<file path="src/rtl/memory_map.sv">
// Shared address map and instruction-responder state encoding.
package memory_map;

    localparam logic [31:0] CODE_RAM_BASE_ADDRESS = 32'h0001_0000;
    localparam logic [31:0] CODE_RAM_SIZE_BYTES   = 32'h0001_0000;

    typedef enum logic [1:0] {
        IDLE    = 2'd0,
        WAIT    = 2'd1,
        RESPOND = 2'd2
    } instr_resp_state_t;

endpackage

</file>
<file path="src/rtl/ibex_instr_bus.sv">
// Ibex-style instruction fetch bus between a fetch master and a memory responder.
interface ibex_instr_bus;
    logic        req;
    logic [31:0] addr;
    logic        gnt;
    logic        rvalid;
    logic [31:0] rdata;
    logic [6:0]  rdata_intg;
    logic        err;

    modport master (output req, addr, input gnt, rvalid, rdata, rdata_intg, err);
    modport slave  (input req, addr, output gnt, rvalid, rdata, rdata_intg, err);
endinterface

</file>
<file path="src/rtl/instr_intg_encoder.sv">
// Inverted SECDED(39,32) check-bit generator for fetch data integrity.
module instr_intg_encoder (
    input  logic [31:0] data,
    output logic [6:0]  intg
);
    logic [6:0] chk;

    assign chk[0] = ^(data & 32'h2606_BD25);
    assign chk[1] = ^(data & 32'hDEBA_8050);
    assign chk[2] = ^(data & 32'h413D_89AA);
    assign chk[3] = ^(data & 32'h3123_4ED1);
    assign chk[4] = ^(data & 32'hC2C1_323B);
    assign chk[5] = ^(data & 32'h2DCC_624C);
    assign chk[6] = ^(data & 32'h9850_5586);

    // Inversion keeps an all-zero word from carrying all-zero check bits.
    assign intg = chk ^ 7'h2A;
endmodule

</file>
<file path="src/rtl/instr_mem_responder.sv">
// Instruction-bus responder fronting a synchronous single-port instruction SRAM.
// Optional integrity bits on rdata_intg: define INSTR_MEM_RESPONDER_INTG_EN.
module instr_mem_responder
    import memory_map::*;
#(
    parameter logic [31:0] BASE_ADDRESS = CODE_RAM_BASE_ADDRESS,
    parameter logic [31:0] SIZE_BYTES   = CODE_RAM_SIZE_BYTES,
    parameter int unsigned WAIT_STATES  = 0,
    parameter int unsigned AW           = $clog2(SIZE_BYTES) - 2
) (
    input  logic          clk,
    input  logic          rst,
    ibex_instr_bus.slave  instr_bus,
    output logic          mem_req,
    output logic [AW-1:0] mem_addr,
    input  logic [31:0]   mem_rdata
);
    localparam int unsigned CW = (WAIT_STATES > 0) ? $clog2(WAIT_STATES + 1) : 1;

    instr_resp_state_t state_q, state_d;
    logic [CW-1:0]     cnt_q, cnt_d;
    logic [AW-1:0]     addr_q, mem_addr_q, word, issue_addr;
    logic              hit_q, hit, gnt, rvalid, issue;
    logic [31:0]       offset, rdata;

    // Addresses below the base wrap to a large offset and fall out of range.
    assign offset = instr_bus.addr - BASE_ADDRESS;
    assign hit    = offset < SIZE_BYTES;
    assign word   = offset[AW+1:2];

    assign gnt    = instr_bus.req && !rst && (state_q == IDLE || state_q == RESPOND);
    assign rvalid = (state_q == RESPOND) && !rst;

    always_comb begin
        state_d = state_q;
        cnt_d   = cnt_q;
        case (state_q)
            IDLE, RESPOND: begin
                state_d = IDLE;
                if (gnt) begin
                    state_d = (WAIT_STATES > 0) ? WAIT : RESPOND;
                    cnt_d   = CW'(WAIT_STATES);
                end
            end
            WAIT: begin
                cnt_d = cnt_q - 1'b1;
                if (cnt_q == CW'(1)) state_d = RESPOND;
            end
            default: state_d = IDLE;
        endcase
    end

    always_ff @(posedge clk) begin
        if (rst) begin
            state_q    <= IDLE;
            cnt_q      <= '0;
            addr_q     <= '0;
            hit_q      <= 1'b0;
            mem_addr_q <= '0;
        end else begin
            state_q    <= state_d;
            cnt_q      <= cnt_d;
            mem_addr_q <= mem_addr;
            if (gnt) begin
                addr_q <= word;
                hit_q  <= hit;
            end
        end
    end

    // The SRAM read lands in the cycle before RESPOND so data arrives with rvalid.
    assign issue      = (WAIT_STATES == 0) ? (gnt && hit)
                                           : (state_q == WAIT && cnt_q == CW'(1) && hit_q);
    assign issue_addr = (state_q == WAIT) ? addr_q : word;
    assign mem_req    = issue && !rst;
    assign mem_addr   = mem_req ? issue_addr : mem_addr_q;

    assign rdata = (rvalid && hit_q) ? mem_rdata : 32'h0;

    assign instr_bus.gnt    = gnt;
    assign instr_bus.rvalid = rvalid;
    assign instr_bus.rdata  = rdata;
    assign instr_bus.err    = rvalid && !hit_q;

`ifdef INSTR_MEM_RESPONDER_INTG_EN
    logic [6:0] enc_intg;

    instr_intg_encoder u_intg (
        .data (rdata),
        .intg (enc_intg)
    );

    assign instr_bus.rdata_intg = rvalid ? enc_intg : 7'b0;
`else
    assign instr_bus.rdata_intg = 7'b0;
`endif

endmodule

</file>
<file path="src/flat_wrapper.sv">
// flat-port wrapper written by rule: the top's interface ports become plain ports
module instr_mem_responder_flat import memory_map::*;
#(
    parameter logic [31:0] BASE_ADDRESS = CODE_RAM_BASE_ADDRESS,
    parameter logic [31:0] SIZE_BYTES   = CODE_RAM_SIZE_BYTES,
    parameter int unsigned WAIT_STATES  = 0,
    parameter int unsigned AW           = $clog2(SIZE_BYTES) - 2
)
  (clk, rst, mem_req, mem_addr, mem_rdata, instr_bus_req, instr_bus_addr, instr_bus_gnt, instr_bus_rvalid, instr_bus_rdata, instr_bus_rdata_intg, instr_bus_err);
  ibex_instr_bus instr_bus_i ();
  input  logic clk;
  input  logic rst;
  output logic mem_req;
  output logic [AW-1:0] mem_addr;
  input  logic [31:0] mem_rdata;
  input wire logic [$bits(instr_bus_i.req)-1:0] instr_bus_req;
  input wire logic [$bits(instr_bus_i.addr)-1:0] instr_bus_addr;
  output wire logic [$bits(instr_bus_i.gnt)-1:0] instr_bus_gnt;
  output wire logic [$bits(instr_bus_i.rvalid)-1:0] instr_bus_rvalid;
  output wire logic [$bits(instr_bus_i.rdata)-1:0] instr_bus_rdata;
  output wire logic [$bits(instr_bus_i.rdata_intg)-1:0] instr_bus_rdata_intg;
  output wire logic [$bits(instr_bus_i.err)-1:0] instr_bus_err;
  assign instr_bus_i.req = instr_bus_req;
  assign instr_bus_i.addr = instr_bus_addr;
  assign instr_bus_gnt = instr_bus_i.gnt;
  assign instr_bus_rvalid = instr_bus_i.rvalid;
  assign instr_bus_rdata = instr_bus_i.rdata;
  assign instr_bus_rdata_intg = instr_bus_i.rdata_intg;
  assign instr_bus_err = instr_bus_i.err;
  instr_mem_responder #(.BASE_ADDRESS(BASE_ADDRESS), .SIZE_BYTES(SIZE_BYTES), .WAIT_STATES(WAIT_STATES), .AW(AW)) u_core (.clk(clk), .rst(rst), .instr_bus(instr_bus_i), .mem_req(mem_req), .mem_addr(mem_addr), .mem_rdata(mem_rdata));
endmodule
</file>
<file path="config.mk">
export PLATFORM = sky130hd
export DESIGN_NAME = instr_mem_responder_flat
export DESIGN_NICKNAME = d
export VERILOG_FILES = /design/src/rtl/memory_map.sv /design/src/rtl/ibex_instr_bus.sv /design/src/rtl/instr_intg_encoder.sv /design/src/rtl/instr_mem_responder.sv /design/src/flat_wrapper.sv
export SDC_FILE = /design/constraint.sdc
export NUM_CORES = 1
export LEC_CHECK = 0
export CORE_AREA = 10 10 74 76
export CTS_CLUSTER_SIZE = 40
export DETAILED_ROUTE_END_ITERATION = 10
export DIE_AREA = 0 0 84 86
export GPL_TIMING_DRIVEN = 0
export PLACE_DENSITY = 0.87
export SYNTH_ARGS = -nofsm -noshare
export SYNTH_HDL_FRONTEND = slang
export SYNTH_HIERARCHICAL = 1
export SYNTH_SLANG_ARGS = --single-unit
</file>
<file path="constraint.sdc">
create_clock -name clk -period 2.83 [get_ports clk]
set_clock_uncertainty 0.15 [all_clocks]
set_input_delay 0.566 -clock clk [delete_from_list [all_inputs] [get_ports clk]]
set_output_delay 0.566 -clock clk [all_outputs]
set_load 0.005 [all_outputs]
</file>
-- Word level (Yosys, flattened, before mapping)
Index checks and enable logic that the tools add are counted.
- register bits: 32
- bits of input ports: 67
- output and inout bits: 57
- logic and storage cells: 34
- add/sub/neg operators: 2
- order comparisons: 1
- eq/ne operators: 4
- muxes and demuxes: 8
- reductions and logical operators: 14
- operator list (kind ; number):
    $lt 32x17->1 const B ; 1
    $mux 32 ; 1
    $sub 32x17->32 const B ; 1
    $mux 14 ; 2
    $logic_and 1x1->1 ; 7
    $mux 2 ; 2
    $ne 2x1->1 const B ; 2
    $pmux 2 s2 ; 1
    $eq 2x1->1 const B ; 1
    $eq 2x2->1 const B ; 1
    $logic_not 1->1 ; 2
    $logic_not 2->1 ; 1
    $pmux 1 s2 ; 1
    $reduce_and 2->1 ; 1
    $reduce_bool 2->1 ; 1
    $reduce_or 2->1 ; 1
    $logic_or 1x1->1 ; 1
    $mux 1 ; 1
    $sub 1x1->1 const B ; 1

-- Longest topological paths before layout
- depth after elaboration: 6
- depth in mapped cells: 7
- mapped depth without buffers: 4

-- Worst setup path after synthesis
No wires, ideal clock.
- path type: input to output
- from: input instr_bus_addr[27]
- to: output mem_addr[6]
- arrival: 1.545 ns
- required time: 2.114 ns
- path slack: 0.569 ns
- stages on the path: 6
- buffers on the path: 2
- cell sequence: or3_1 and4_1 buf_6 buf_12 nand3_2 nand2_1
- word-level cells in the longest chain between the ends: 5
- RTL lines (what ; RTL line ; source):
    start, declared ; flat_wrapper.sv:17 ; input wire logic [$bits(instr_bus_i.addr)-1:0] instr_bus_addr;
    $sub 32x17->32 ; instr_mem_responder.sv:27 ; assign offset = instr_bus.addr - BASE_ADDRESS;
    $lt 32x17->1 ; instr_mem_responder.sv:28 ; assign hit = offset < SIZE_BYTES;
    $logic_and 1x1->1 ; instr_mem_responder.sv:72 ; assign issue = (WAIT_STATES == 0) ? (gnt && hit)
    $logic_and 1x1->1 ; instr_mem_responder.sv:75 ; assign mem_req = issue && !rst;
    $mux 14 ; instr_mem_responder.sv:76 ; assign mem_addr = mem_req ? issue_addr : mem_addr_q;
    end, declared ; flat_wrapper.sv:14 ; output logic [AW-1:0] mem_addr;
No other way between the ends.

-- Worst setup path in the final report
- from: input instr_bus_addr[16]
- to: output mem_addr[8]
Same word-level chain as after synthesis.

==> flow_summary_export.csv <==
group,metric,value,unit
status,status,"complete, no violations",
sta,fin_crit_sh,0.971,
global_routing,top_usage_layer,"met2",
floorplan,initial_utilization,0.301,
global_routing,grt_usage,0.148,
floorplan,die_h,86,um
worst_setup_path,startpoint_type,"input port",
floorplan,io_pins,124,
logic_synthesis,yosysSeqAreaShare,0.268,
worst_setup_path,cp_max_fo,5,
cts,cts_buffers,3,
sta,max_freq,0.364,GHz
sta,drv_slew,0,
layout,nets,355,
global_routing,grt_start_max_net_pins,11,
pwr,fin_total_pwr,563,uW
placed_design,dp_hpwl,4370,um
cts,cts.path.max_buffers,2,
global_routing,grt_overflow,0,
run,cap_violations,0,
placed_design,dp_slack,-0.544,ns
sta,setup_viol,0,
sta,fin_crit,2.75,ns
global_routing,antenna_found_initial,0,
placed_design,place.gp.congestion,0.778,
routing,first_pass_iters,4,
logic_synthesis,synthFlopType,"dfxtp_1",
routing,vias,1568,
sta,setup_ws,0.0820,ns
pwr,peakVddDrop,0.223,mV
logic_synthesis,synth_cell_type_count,24,
global_routing,grtUsageMet1,0.147,
logic_synthesis,avgSynthCellArea,8.30,um^2
placed_design,port_buffers,113,
floorplan,coreArea,3970,um^2
routing,drtIter0Drc,39,
worst_setup_path,end_kind,"primary output",
logic_synthesis,yosysWarnings,6,
logic_synthesis,syn_area,1190,um^2
global_routing,grt_pass1_vias,1621,
global_routing,use_met3,0.0397,
worst_setup_path,r2r_setup_slack,1.88,ns
cts,clock-root-buffer,"clkbuf_8",
cts,cts_tree,"yes",
sta,hold_violations,0,
routing,viasPerCell,4.65,
cts,htreeDepth,1,
logic_synthesis,synth_async_sr_flop_share,0,
pwr,powerDensity,204,nW/um^2
sta,fin_hold_ws,0.318,ns
sta,rsz0062_at_grt,"false",
floorplan,dieArea,7220,um^2
sta,max_slew.worst_pin.slew,0.620,ns
routing,route.detailed.drc,0,
logic_synthesis,synth_edf_count,0,
global_routing,grt_pass1_wl,8770,um
worst_setup_path,crit_required,2.11,ns
cts,cts_sinks,16,
floorplan,rows,23,
layout,syn_to_final_growth,131,%
worst_setup_path,path_class,"in -> out",
logic_synthesis,synth_top_family_by_area,"simple AND/OR/NAND/NOR gates",
pwr,p_leak,0.00126,uW
cts,insertion_delay,0.25,ns
logic_synthesis,netlist_instances,144,
floorplan,die_width,84,um
worst_setup_path,critPathArrivalTime,2.03,ns
cts,path_clk_slew,0.06,ns
routing,detail-route-antenna-nets,0,
layout,drive_above_1_share,0.341,
logic_synthesis,synth_compound_area_frac,0.157,
routing,drt_wl_total,5780,um
global_routing,grtUsageMet2,0.293,
logic_synthesis,ys_ff_latch,16,
logic_synthesis,synth-adder-area-share,0,
sta,slew_headroom,0.586,
logic_synthesis,synth_xor_area_frac,0,
logic_synthesis,synth.mux.area_fraction,0,
layout,antennaDiodeCount,0,
logic_synthesis,yosys.area_share.simple,0.445,
routing,avgRoutedWirePerCell,17.2,um
hold_path,hp-class,"reg -> reg",
report_power, final:
group | switching, uW | internal (uW)
logic | 39.6 | 90.4
clock network | 83.5 | 124
registers | 0.119 | 226
total | 123 | 440
cells in the final DEF, fill, tap and decap left out:
| cell type | n |
|---|---|
| clkbuf_8 | 4 |
| nor2b_1 | 3 |
| o21ai_0 | 1 |
| a21oi_1 | 5 |
| buf_8 | 1 |
| o21ai_2 | 6 |
| buf_12 | 2 |
| dlygate4sd2_1 | 5 |
| nor2b_4 | 1 |
| nand3_2 | 4 |
| buf_2 | 14 |
| nand2_1 | 14 |
| nand3_1 | 5 |
| clkdlybuf4s50_1 | 85 |
| and3_1 | 33 |
| nand4_1 | 1 |
| nor3b_2 | 1 |
| nor4_4 | 3 |
| buf_6 | 7 |
| clkbuf_1 | 6 |
| or3_4 | 1 |
| dfxtp_1 | 16 |
| clkbuf_2 | 4 |
| buf_4 | 22 |
| dlymetal6s2s_1 | 3 |
| a21oi_2 | 10 |
| clkdlybuf4s15_1 | 3 |
| nand3_4 | 6 |
| nor2_1 | 2 |
| and4_4 | 1 |
| buf_16 | 1 |
| conb_1 | 7 |
| nor2b_2 | 1 |
| clkdlybuf4s15_2 | 1 |
| o21ai_4 | 8 |
cells in the mapped netlist (3+ instances only):
| master | number | area, um^2 |
|---|---|---|
| nand3_1 | 6 | 30.0 |
| nor4_2 | 3 | 37.5 |
| buf_4 | 8 | 60.1 |
| a21oi_2 | 10 | 87.6 |
| nand2_1 | 14 | 52.6 |
| nor2b_1 | 4 | 25.0 |
| and3_1 | 33 | 206 |
| o21ai_0 | 6 | 30.0 |
| nand3_2 | 3 | 30.0 |
| a21oi_1 | 5 | 25.0 |
| nand3_4 | 6 | 105 |
| clkbuf_1 | 8 | 30.0 |
| dfxtp_1 | 16 | 320 |
| o21ai_1 | 9 | 45.0 |
stage by stage:
step                instance area (um^2)  instances  utilization  setup TNS (ns)
floorplan                           1220        150            -               0
global placement                    2410        313        0.607           -6.32
detailed placement                  2410        313        0.607           -6.65
CTS                                 2730        336        0.687               0
global route                        2760        337        0.695               0
finish                              2760        337        0.695               0
kinds of logic (layout without fill, tap and decap cells):
group           Yosys count  in the layout
compound gates           30             30
buf+inv                  21            158
flops                    16             16
other cells               1              7
simple gates             76             76
layout make-up:
| type | instances | area [um^2] |
|---|---|---|
| tap | 50 | 62.6 |
| timing repair buffer | 134 | 1250 |
| sequential | 16 | 320 |
| buffer | 20 | 163 |
| multi-input combinational | 113 | 910 |
| clock buffer | 4 | 55.1 |
| fill | 323 | 1210 |
state kept, by name, summed over array words and instances, names as in the netlist:
name / flops
u_core/mem_addr_q: 14
u_core/hit_q: 1
u_core/state_q: 1
timing repair:
action	4_1_cts	5_1_grt
setup endpoints to repair	15	16
pin swaps	22	7
resized for setup	115	16
cloned	2	0
setup buffers	19	1
hold buffers	0	0
path summary, 6_finish.rpt:
path | startpoint | endpoint | cells past startpoint
hold reg to reg | u_core/mem_addr_q[0] | u_core/mem_addr_q[0] | 2
setup reg to reg | u_core/hit_q | u_core/hit_q | 3
setup / recovery | instr_bus_addr[16] | mem_addr[8] | 9
hold / removal | u_core/mem_addr_q[0] | u_core/mem_addr_q[0] | 2
per-layer routing:
layer  wire, um  up-vias
li1           -      785
met1       2140      708
met2       3200       67
met3        367        8
met4         82        0
met5          0        -
worst max-delay path: stages:
cell	delay [ns]
clkdlybuf4s15_1	0.20
or3_4	0.39
buf_4	0.14
nand4_1	0.19
buf_6	0.17
buf_4	0.12
o21ai_4	0.05
nand2_1	0.07
buf_2	0.13
Power figures use the tool's default switching activity.
